### config.mk
export PLATFORM = sky130hd
export DESIGN_NAME = systolic_job_queue
export DESIGN_NICKNAME = d
export VERILOG_FILES = /design/src/rtl/systolic_job_queue.sv
export SDC_FILE = /design/constraint.sdc
export NUM_CORES = 1
export LEC_CHECK = 0
export CORE_MARGIN = 2
export CORE_UTILIZATION = 25
export CTS_BUF_LIST = sky130_fd_sc_hd__clkbuf_4 sky130_fd_sc_hd__clkbuf_8
export DETAILED_ROUTE_END_ITERATION = 10
export PLACE_DENSITY_LB_ADDON = 0.05
export SLEW_MARGIN = 20
export SYNTH_ARGS = -nofsm -noshare
export SYNTH_HDL_FRONTEND = slang
export SYNTH_SLANG_ARGS = --single-unit
### constraint.sdc
create_clock -name clk -period 2.4 [get_ports clk]
set_input_delay 0.36 -clock clk [delete_from_list [all_inputs] [get_ports clk]]
set_output_delay 0.36 -clock clk [all_outputs]
set_load 0.01 [all_outputs]
### src/rtl/systolic_job_queue.sv
// Job front-end for the systolic controller: buffers descriptors in a small FIFO,
// launches them one at a time, watches for completion/hang and returns a record per job.
module systolic_job_queue #(
    parameter int DEPTH   = 4,
    parameter int N       = 4,
    parameter int TIMEOUT = 1024
) (
    input  logic                     clk,
    input  logic                     rst,
    input  logic                     cmd_valid,
    output logic                     cmd_ready,
    input  logic [3:0]               cmd_tag,
    input  logic [11:0]              cmd_addr_a,
    input  logic [11:0]              cmd_addr_b,
    input  logic [11:0]              cmd_addr_c,
    input  logic [3:0]               cmd_n,
    input  logic                     cmd_step,
    output logic                     new_data,
    output logic [11:0]              addr_A,
    output logic [11:0]              addr_B,
    output logic [11:0]              addr_C,
    output logic [3:0]               n,
    output logic                     stepping_enable,
    input  logic                     done,
    input  logic [15:0]              total_cycles,
    input  logic                     overflow,
    output logic                     rsp_valid,
    input  logic                     rsp_ready,
    output logic [3:0]               rsp_tag,
    output logic [15:0]              rsp_cycles,
    output logic                     rsp_overflow,
    output logic                     rsp_timeout,
    output logic                     err_bad_n,
    output logic                     busy,
    output logic [$clog2(DEPTH):0]   count
);

    localparam int AW   = $clog2(DEPTH);
    localparam int CW   = AW + 1;
    localparam int WD_W = (TIMEOUT > 1) ? $clog2(TIMEOUT) : 1;
    localparam logic [WD_W-1:0] WD_LAST = WD_W'((TIMEOUT > 0) ? TIMEOUT - 1 : 0);
    localparam logic [4:0]      N_MAX   = 5'(N);

    typedef struct packed {
        logic [3:0]  tag;
        logic [11:0] a;
        logic [11:0] b;
        logic [11:0] c;
        logic [3:0]  n;
        logic        step;
    } job_t;

    typedef enum logic [2:0] {
        IDLE,
        LAUNCH,
        WAIT_ACK,
        RUN,
        REPORT
    } state_t;

    state_t            state_q, state_d;
    job_t              mem [DEPTH];
    logic [AW-1:0]     wr_ptr, rd_ptr;
    logic [CW-1:0]     cnt;
    logic              n_ok, push, bad, pop;
    logic              sticky_ovf;
    logic [WD_W-1:0]   wdog;
    logic              wd_en, expire;

    assign cmd_ready = (cnt != CW'(DEPTH));
    assign n_ok      = (cmd_n != 4'd0) && ({1'b0, cmd_n} <= N_MAX);
    assign push      = cmd_valid && cmd_ready && n_ok;
    assign bad       = cmd_valid && cmd_ready && !n_ok;
    assign pop       = (state_q == IDLE) && (cnt != '0);
    assign busy      = (state_q != IDLE) || (cnt != '0);
    assign count     = cnt;

    // Watchdog only runs for free-running jobs; a stepped job may legitimately stall.
    assign wd_en  = (TIMEOUT != 0) && !stepping_enable;
    assign expire = wd_en && (wdog == WD_LAST);

    always_ff @(posedge clk) begin
        if (push) begin
            mem[wr_ptr] <= '{tag: cmd_tag, a: cmd_addr_a, b: cmd_addr_b,
                             c: cmd_addr_c, n: cmd_n, step: cmd_step};
        end
    end

    always_ff @(posedge clk or posedge rst) begin
        if (rst) begin
            wr_ptr    <= '0;
            rd_ptr    <= '0;
            cnt       <= '0;
            err_bad_n <= 1'b0;
        end else begin
            err_bad_n <= bad;
            if (push) wr_ptr <= wr_ptr + 1'b1;
            if (pop)  rd_ptr <= rd_ptr + 1'b1;
            case ({push, pop})
                2'b10:   cnt <= cnt + 1'b1;
                2'b01:   cnt <= cnt - 1'b1;
                default: cnt <= cnt;
            endcase
        end
    end

    always_ff @(posedge clk or posedge rst) begin
        if (rst) state_q <= IDLE;
        else     state_q <= state_d;
    end

    always_comb begin
        state_d   = state_q;
        new_data  = 1'b0;
        rsp_valid = 1'b0;
        case (state_q)
            IDLE:     if (cnt != '0) state_d = LAUNCH;
            LAUNCH: begin
                new_data = 1'b1;
                state_d  = WAIT_ACK;
            end
            // done may still be high from the previous job right after launch
            WAIT_ACK: if (!done) state_d = RUN;
            RUN:      if (done || expire) state_d = REPORT;
            REPORT: begin
                rsp_valid = 1'b1;
                if (rsp_ready) state_d = IDLE;
            end
            default:  state_d = IDLE;
        endcase
    end

    always_ff @(posedge clk or posedge rst) begin
        if (rst) begin
            rsp_tag         <= '0;
            addr_A          <= '0;
            addr_B          <= '0;
            addr_C          <= '0;
            n               <= '0;
            stepping_enable <= 1'b0;
            rsp_cycles      <= '0;
            rsp_overflow    <= 1'b0;
            rsp_timeout     <= 1'b0;
            sticky_ovf      <= 1'b0;
            wdog            <= '0;
        end else begin
            if (pop) begin
                rsp_tag         <= mem[rd_ptr].tag;
                addr_A          <= mem[rd_ptr].a;
                addr_B          <= mem[rd_ptr].b;
                addr_C          <= mem[rd_ptr].c;
                n               <= mem[rd_ptr].n;
                stepping_enable <= mem[rd_ptr].step;
            end
            if (state_q == LAUNCH) begin
                sticky_ovf <= 1'b0;
                wdog       <= '0;
            end
            // Completion beats watchdog expiry when both land on the same cycle.
            if (state_q == RUN) begin
                if (done) begin
                    rsp_cycles   <= total_cycles;
                    rsp_overflow <= sticky_ovf | overflow;
                    rsp_timeout  <= 1'b0;
                end else if (expire) begin
                    rsp_cycles   <= total_cycles;
                    rsp_overflow <= sticky_ovf | overflow;
                    rsp_timeout  <= 1'b1;
                end else begin
                    sticky_ovf <= sticky_ovf | overflow;
                    if (wd_en) wdog <= wdog + 1'b1;
                end
            end
        end
    end

endmodule

==> metrics, run 1 <==
outcome=finished, final reports clean; Final Skew=between 0.02 and 0.025 ns; crit path launch=state_q[1]; Nets=between 700 and 800; P_leak=4.761 nW; most frequent cells in the layout=edfxtp_1 (180), clkdlybuf4s50_1 (136), dfrtp_1 (83), mux2_2 (54), clkbuf_8 (50); syn avg cell area=a little over 20 um2; port bufs=about 140; I/O pins=138; initial antenna violation count=0; most common cell after layout, fill and taps aside=edfxtp_1; Yosys reg bits=265; hold_buf cts=0; fin cells=1259; WL/cell=between 15 and 20 um; post-synthesis async set-or-reset flop share=32.08%; Final Hold Vio Count=0; Die H=204.6 um; drt pass-1 iters=4; top cells by area, synth=edfxtp_1 (54%), dfrtp_1 (21%), mux4_2 (10%); Crit-path slowest cell=clkdlybuf4s50_1; Comb power frac=between 30% and 40%; post-layout util=33.63%; Worst-Margin Slew=between 0.6 and 0.7 ns; Post-Syn Instances=about 500; vias in the first global route=slightly below 6000; Reg-to-Reg Start=wdog[0]; DP Cell Count=around 1200; fmax=447.8 MHz; global route overflow=0; share of the synthesized area in the top cell type=between 50% and 60%; worst-skew pair later-pin latency=0.59 ns; largest net degree at the start of global routing=between 40 and 50; top cell family by delay on the critical path=buffers and inverters; CTS tree=built; clock tree buffer depth=3; Die Wd=around 200 um; critical path type=reg2out; Yosys top cell by area=edfxtp_1; EDFF count, synth=180; worst vdd ir=between 0.4 and 0.5 mV; Mapped Nets=roughly 570; row count=73; Area growth, synth to finish=32.84%; core area=about 40000 um2; first-pass GRT wire length=about 36000 um; Via density=between 4 and 5; ANT nets after route=0; reg-to-reg endpoint=rsp_cycles[3]; clock root cell=clkbuf_8; via count=around 5200; Seq pwr share=roughly 40%; Synth Flop Type=edfxtp_1; Finish-stage setup viols=0; Worst Path Buf+Inv=2; filler cell count=between 3000 and 4000; RSZ-0062 raised after global routing=no; Worst R2R Path Depth=5; Setup TNS=0 ns; WP data required=between 2 and 2.5 ns; synthesized cell area=about 10000 um2; sequential share of the synthesized area=around three quarters; Setup Fix Bufs, Post-CTS=0; H-tree levels=2; startpoint types=register; Pwr Density=between 1000 and 1500 nW/um2; WL final=23990 um; Int Pwr=11.32 mW; Period minus WS final=2.233 ns; ratio of final minimum period to clock period=93.04%; Sw Ratio=28.26%; max_cap viols=0; cells along the critical path=nor2_1 > nand2_1 > inv_1 > clkdlybuf4s50_1; FF-to-FF setup slack=between 0.2 and 0.3 ns; GPL Wtd Cong=~0.7; TritonCTS Buffers=between 40 and 50; die area=around 42000 um2; ant diodes=0; Starting Density=between 20 and 30%; HPWL after detailed placement=15300 um; switching pwr=roughly 4.5 mW; clock power share=29.0%; Slew headroom=58.23%; Yosys cell types=41; Min-Delay Path Class=in2async; max-slew violations=0; layout cells sized above 1=between 30 and 40%; worst stage delay on the critical path=0.55 ns; All-Layer GR Usage=a little under an eighth; Sink Count=265; critical path capture point type=output pin; Yosys warning count=0; Worst-path clk slew=0.06 ns; crit path DAT=roughly 1.9 ns; Initial DRC Count=roughly 190; Crit Path Max Fanout=7; DRC=0
flip-flops by register name, summed over array words and instances (netlist names):
name             flops
addr_A              12
addr_B              12
addr_C              12
count                3
err_bad_n            1
mem                180
n                    4
rd_ptr               2
rsp_cycles          16
rsp_overflow         1
rsp_tag              4
rsp_timeout          1
state_q              3
stepping_enable      1
sticky_ovf           1
wdog                10
wr_ptr               2
cell type report:
| class | instances | area [um2] | area share [%] |
|---|---|---|---|
| repair buffers | 167 | 1683 | 12.59 |
| multi-input cells | 202 | 2396 | 17.93 |
| flip-flops and latches | 265 | 7537 | 56.41 |
| clock buffers | 64 | 793.3 | 5.937 |
| inverters | 13 | 52.55 | 0.3933 |
| clock inverters | 23 | 242.7 | 1.817 |
| well taps | 525 | 656.9 | 4.916 |
synthesized netlist by cell type (6+ instances only):
| cell type | n |
|---|---|
| nor3_1 | 7 |
| mux4_2 | 45 |
| ha_1 | 6 |
| clkbuf_1 | 10 |
| buf_2 | 8 |
| edfxtp_1 | 180 |
| nand2_1 | 16 |
| mux2_2 | 54 |
| dfrtp_1 | 85 |
| mux2_4 | 8 |
| inv_1 | 13 |
| nor2_1 | 6 |
per-layer routing:
metal | track usage [%] | wire length (um)
met5 | 0 | 0
met2 | 20.19 | 12200
met1 | 14.13 | 10160
met4 | 5.047 | 656
met3 | 2.720 | 973
worst max-delay path by stage:
stage               depth (start not counted)        to
global route                                4  new_data
detailed placement                         12  count[2]
CTS                                         3      busy
finish                                      4  new_data
global placement                           12  count[2]
floorplan                                  10  count[2]
through the flow:
stage          hold WS [ns]  area (um2)  setup slack, ns  power [mW]
2_1_floorplan        0.4508       10070           0.1105       9.066
3_3_place_gp         0.4752       12330          -0.1924       11.41
3_5_place_dp         0.4948       12330          -0.2459       11.47
4_1_cts             0.03867       13360          0.07456       16.20
5_1_grt             0.07996       13360          0.03095       16.73
6_report            0.08792       13360           0.1671       15.78
power by group through the flow:
stage	logic [mW]	clock network, mW	registers, mW
2_1_floorplan	2.56	0	6.50
3_3_place_gp	5.02	0	6.38
4_1_cts	5.08	4.78	6.34
6_report	4.90	4.58	6.31
5_1_grt	5.32	4.97	6.44
3_5_place_dp	5.05	0	6.41
repair_timing:
action / CTS / global route
gates resized for setup: 1 / 0
endpoints found under the hold margin: 0 / 0
endpoints found under the setup margin: 1 / 0
cells by family (layout without fill, tap and decap cells):
logic type | after synthesis | in the layout | share of synthesized area [%]
xor gates and xnor gates | 6 | 6 | 0.5225
muxes | 112 | 112 | 17.81
AOI/OAI and AO/OA | 20 | 20 | 1.468
DFF | 265 | 265 | 74.88
adders and majority gates | 7 | 7 | 0.9454
buffers and inverters | 32 | 267 | 1.368
and+or+nand+nor | 57 | 57 | 2.998
Power figures use the tool's default switching activity.
==> run 2, diff against run 1 <==
Settings changed: TNS_END_PERCENT set to 5.
==> run 2 against run 1 <==
Against the previous run: flip-flop and latch count unchanged; total power decreased by 0.71%; sequential share of layout area decreased by 0.38 points; non-clock buffer count increased by 2; critical endpoint unchanged; largest power group unchanged; highest routed layer unchanged.
==> metrics, run 2 (synthesized netlist as in run 1, its figures left out) <==
Crit Path Max Fanout=7 (unchanged); Seq pwr share=40.5% (+0.5 points); ANT nets after route=0 (unchanged); startpoint types=register; ratio of final minimum period to clock period=93.78% (+0.75 points); post-layout util=33.86% (+0.23 points); RSZ-0062 raised after global routing=no; routing usage on met1=14.60% (+0.47 points); Die Wd=204.6 um (unchanged); max-slew violations=0 (unchanged); max reg flops=180 (unchanged); clock power share=28.4% (-0.6 points); Sw Ratio=28.39% (+0.13 points); Finish-stage setup viols=0 (unchanged); I/O pins=138 (unchanged); outcome=finished, final reports clean; Final Skew=0.02311 ns (+0.0003921 ns); initial antenna violation count=1 (+1); GPL Wtd Cong=0.7039 (+0.79%); Sequential Area=7537 um2 (unchanged); clock root cell=clkbuf_8; design area=13450 um2 (+0.67%); DRC=0 (unchanged); most crowded layer after global routing=met2; worst vdd ir=0.4770 mV (+3.6%); layout cells sized above 1=32.12% (+0.92 points); Nets=774 (+0.52%); critical path capture point type=output pin; All-Layer GR Usage=11.47% (-0.30 points); critical path type=reg2out; Comb power frac=31.1% (about the same); placed inst area=12390 um2 (+0.54%); switching pwr=4.449 mW (-0.26%); Min-Delay Path Class=in2async; HPWL after detailed placement=15250 um (-0.30%); Slew headroom=44.56% (-14 points); met3 usage=2.752% (+0.032 points); Worst-Margin Slew=0.8253 ns (+0.2036 ns); crit path DAT=1.89 ns (+0.02 ns); Starting Density=25.32% (unchanged); WL final=23570 um (-1.8%); Initial DRC Count=212 (+12%); most frequent cells in the layout=edfxtp_1 (180), clkdlybuf4s50_1 (136), dfrtp_1 (83), clkbuf_8 (58), mux2_2 (54); Setup TNS=0 ns (unchanged); port bufs=137 (unchanged); global route overflow=0 (unchanged); via count=5222 (-0.019%); Worst-path clk slew=0.06 ns (about the same); worst slack at placement=-0.3452 ns (-0.09938 ns); Hold WS=0.1543 ns (+0.06643 ns); Sink Count=265 (unchanged); fin worst setup slack=0.1492 ns (-0.01791 ns); drt pass-1 iters=4 (unchanged); Regs by FF count=mem: 180 flops, rsp_cycles: 16 flops; WL/cell=18.60 um (-2.4%); CTS tree=built; Period minus WS final=2.251 ns (+0.01791 ns); WP data required=2.04 ns (about the same); P_leak=4.799 nW (+0.80%); TritonCTS Buffers=49 (+4.3%); Int Pwr=11.22 mW (-0.89%); Area growth, synth to finish=33.74%; Via density=4.122 (-0.65%); Die H=204.6 um (unchanged); multi-input logic area=2404 um2 (+0.31%); first-pass GRT wire length=35850 um (-1.2%); filler cell count=3821 (+0.53%); Worst R2R Path Depth=5 (unchanged); H-tree levels=2 (unchanged); row count=73 (unchanged); clock tree buffer depth=3 (unchanged); core area=39730 um2 (unchanged); die area=41860 um2 (unchanged); Pwr Density=1165 nW/um2 (-1.4%); Largest Register=mem; vias in the first global route=5941 (+0.73%); fmax=444.3 MHz (-0.80%); largest net degree at the start of global routing=44 (-6.4%); max_cap viols=0 (unchanged); Final Hold Vio Count=0 (unchanged); worst-skew pair later-pin latency=0.58 ns (about the same); most common cell after layout, fill and taps aside=edfxtp_1; grt met2 use=18.89% (-1.3 points)
run 2: changes by cell type in the layout (fill, tap and decap cells not counted), sizes merged:
cell	delta
clkbuf	+11
bufinv	-4
buf	+2
clkinv	-2
clkinvlp	-1
diode	+1
inv	+1
run 2: power by group through the flow:
stage | clock network (mW) | registers [mW] | logic, mW
detailed placement | 0 | 6.45 | 4.97
CTS | 4.67 | 6.39 | 5.00
finish | 4.45 | 6.35 | 4.87
global route | 4.88 | 6.49 | 5.27
floorplan | 0 | 6.51 | 2.56
global placement | 0 | 6.42 | 4.95
run 2: timing repair:
item | 4_1_cts | 5_1_grt
hold endpoints to repair | 0 | 0
pin swaps | 0 | 1
cloned | 0 | 0
endpoints found under the setup margin | 2 | 1
resized for setup | 2 | 0
setup buffers | 0 | 2
hold buffers | 0 | 0
run 2: critical path, stage by stage (launching register included):
cell	delay, ns
dfrtp_1	0.45
nor2_1	0.14
nand2_2	0.11
inv_1	0.09
clkdlybuf4s50_1	0.53
run 2: metrics by stage:
| step | instances | power [mW] |
|---|---|---|
| 4_1_cts | 1264 | 16.05 |
| 3_3_place_gp | 1172 | 11.37 |
| 2_1_floorplan | 499 | 9.069 |
| 3_5_place_dp | 1172 | 11.43 |
| 6_report | 1267 | 15.67 |
| 5_1_grt | 1267 | 16.64 |
run 2: final timing paths:
kind	start	end	slack (ns)
setup reg to reg	wdog[0]	wdog[4]	0.31
hold / removal	rst	rsp_cycles[2]	0.15
setup / recovery	state_q[2]	new_data	0.15
min in group clk	cmd_valid	err_bad_n	0.36
hold reg to reg	rsp_timeout	rsp_timeout	0.50
max in group asynchronous	rst	addr_A[1]	1.62
run 2: layout make-up:
type                    count  area share (%)
inverters                  13          0.3814
clock inverters            17          0.8464
flip-flops and latches    265           56.03
repair buffers            169           13.09
clock buffers              75           6.883
diodes                      1         0.01860
multi-input cells         202           17.87
well taps                 525           4.883
run 2: layer usage:
layer  share of wire [%]  vias to the layer above
met5                   0                        -
met2                  49                      113
li1                    -                     2375
met1                  44                     2686
met4                 2.7                        0
met3                 4.2                       48
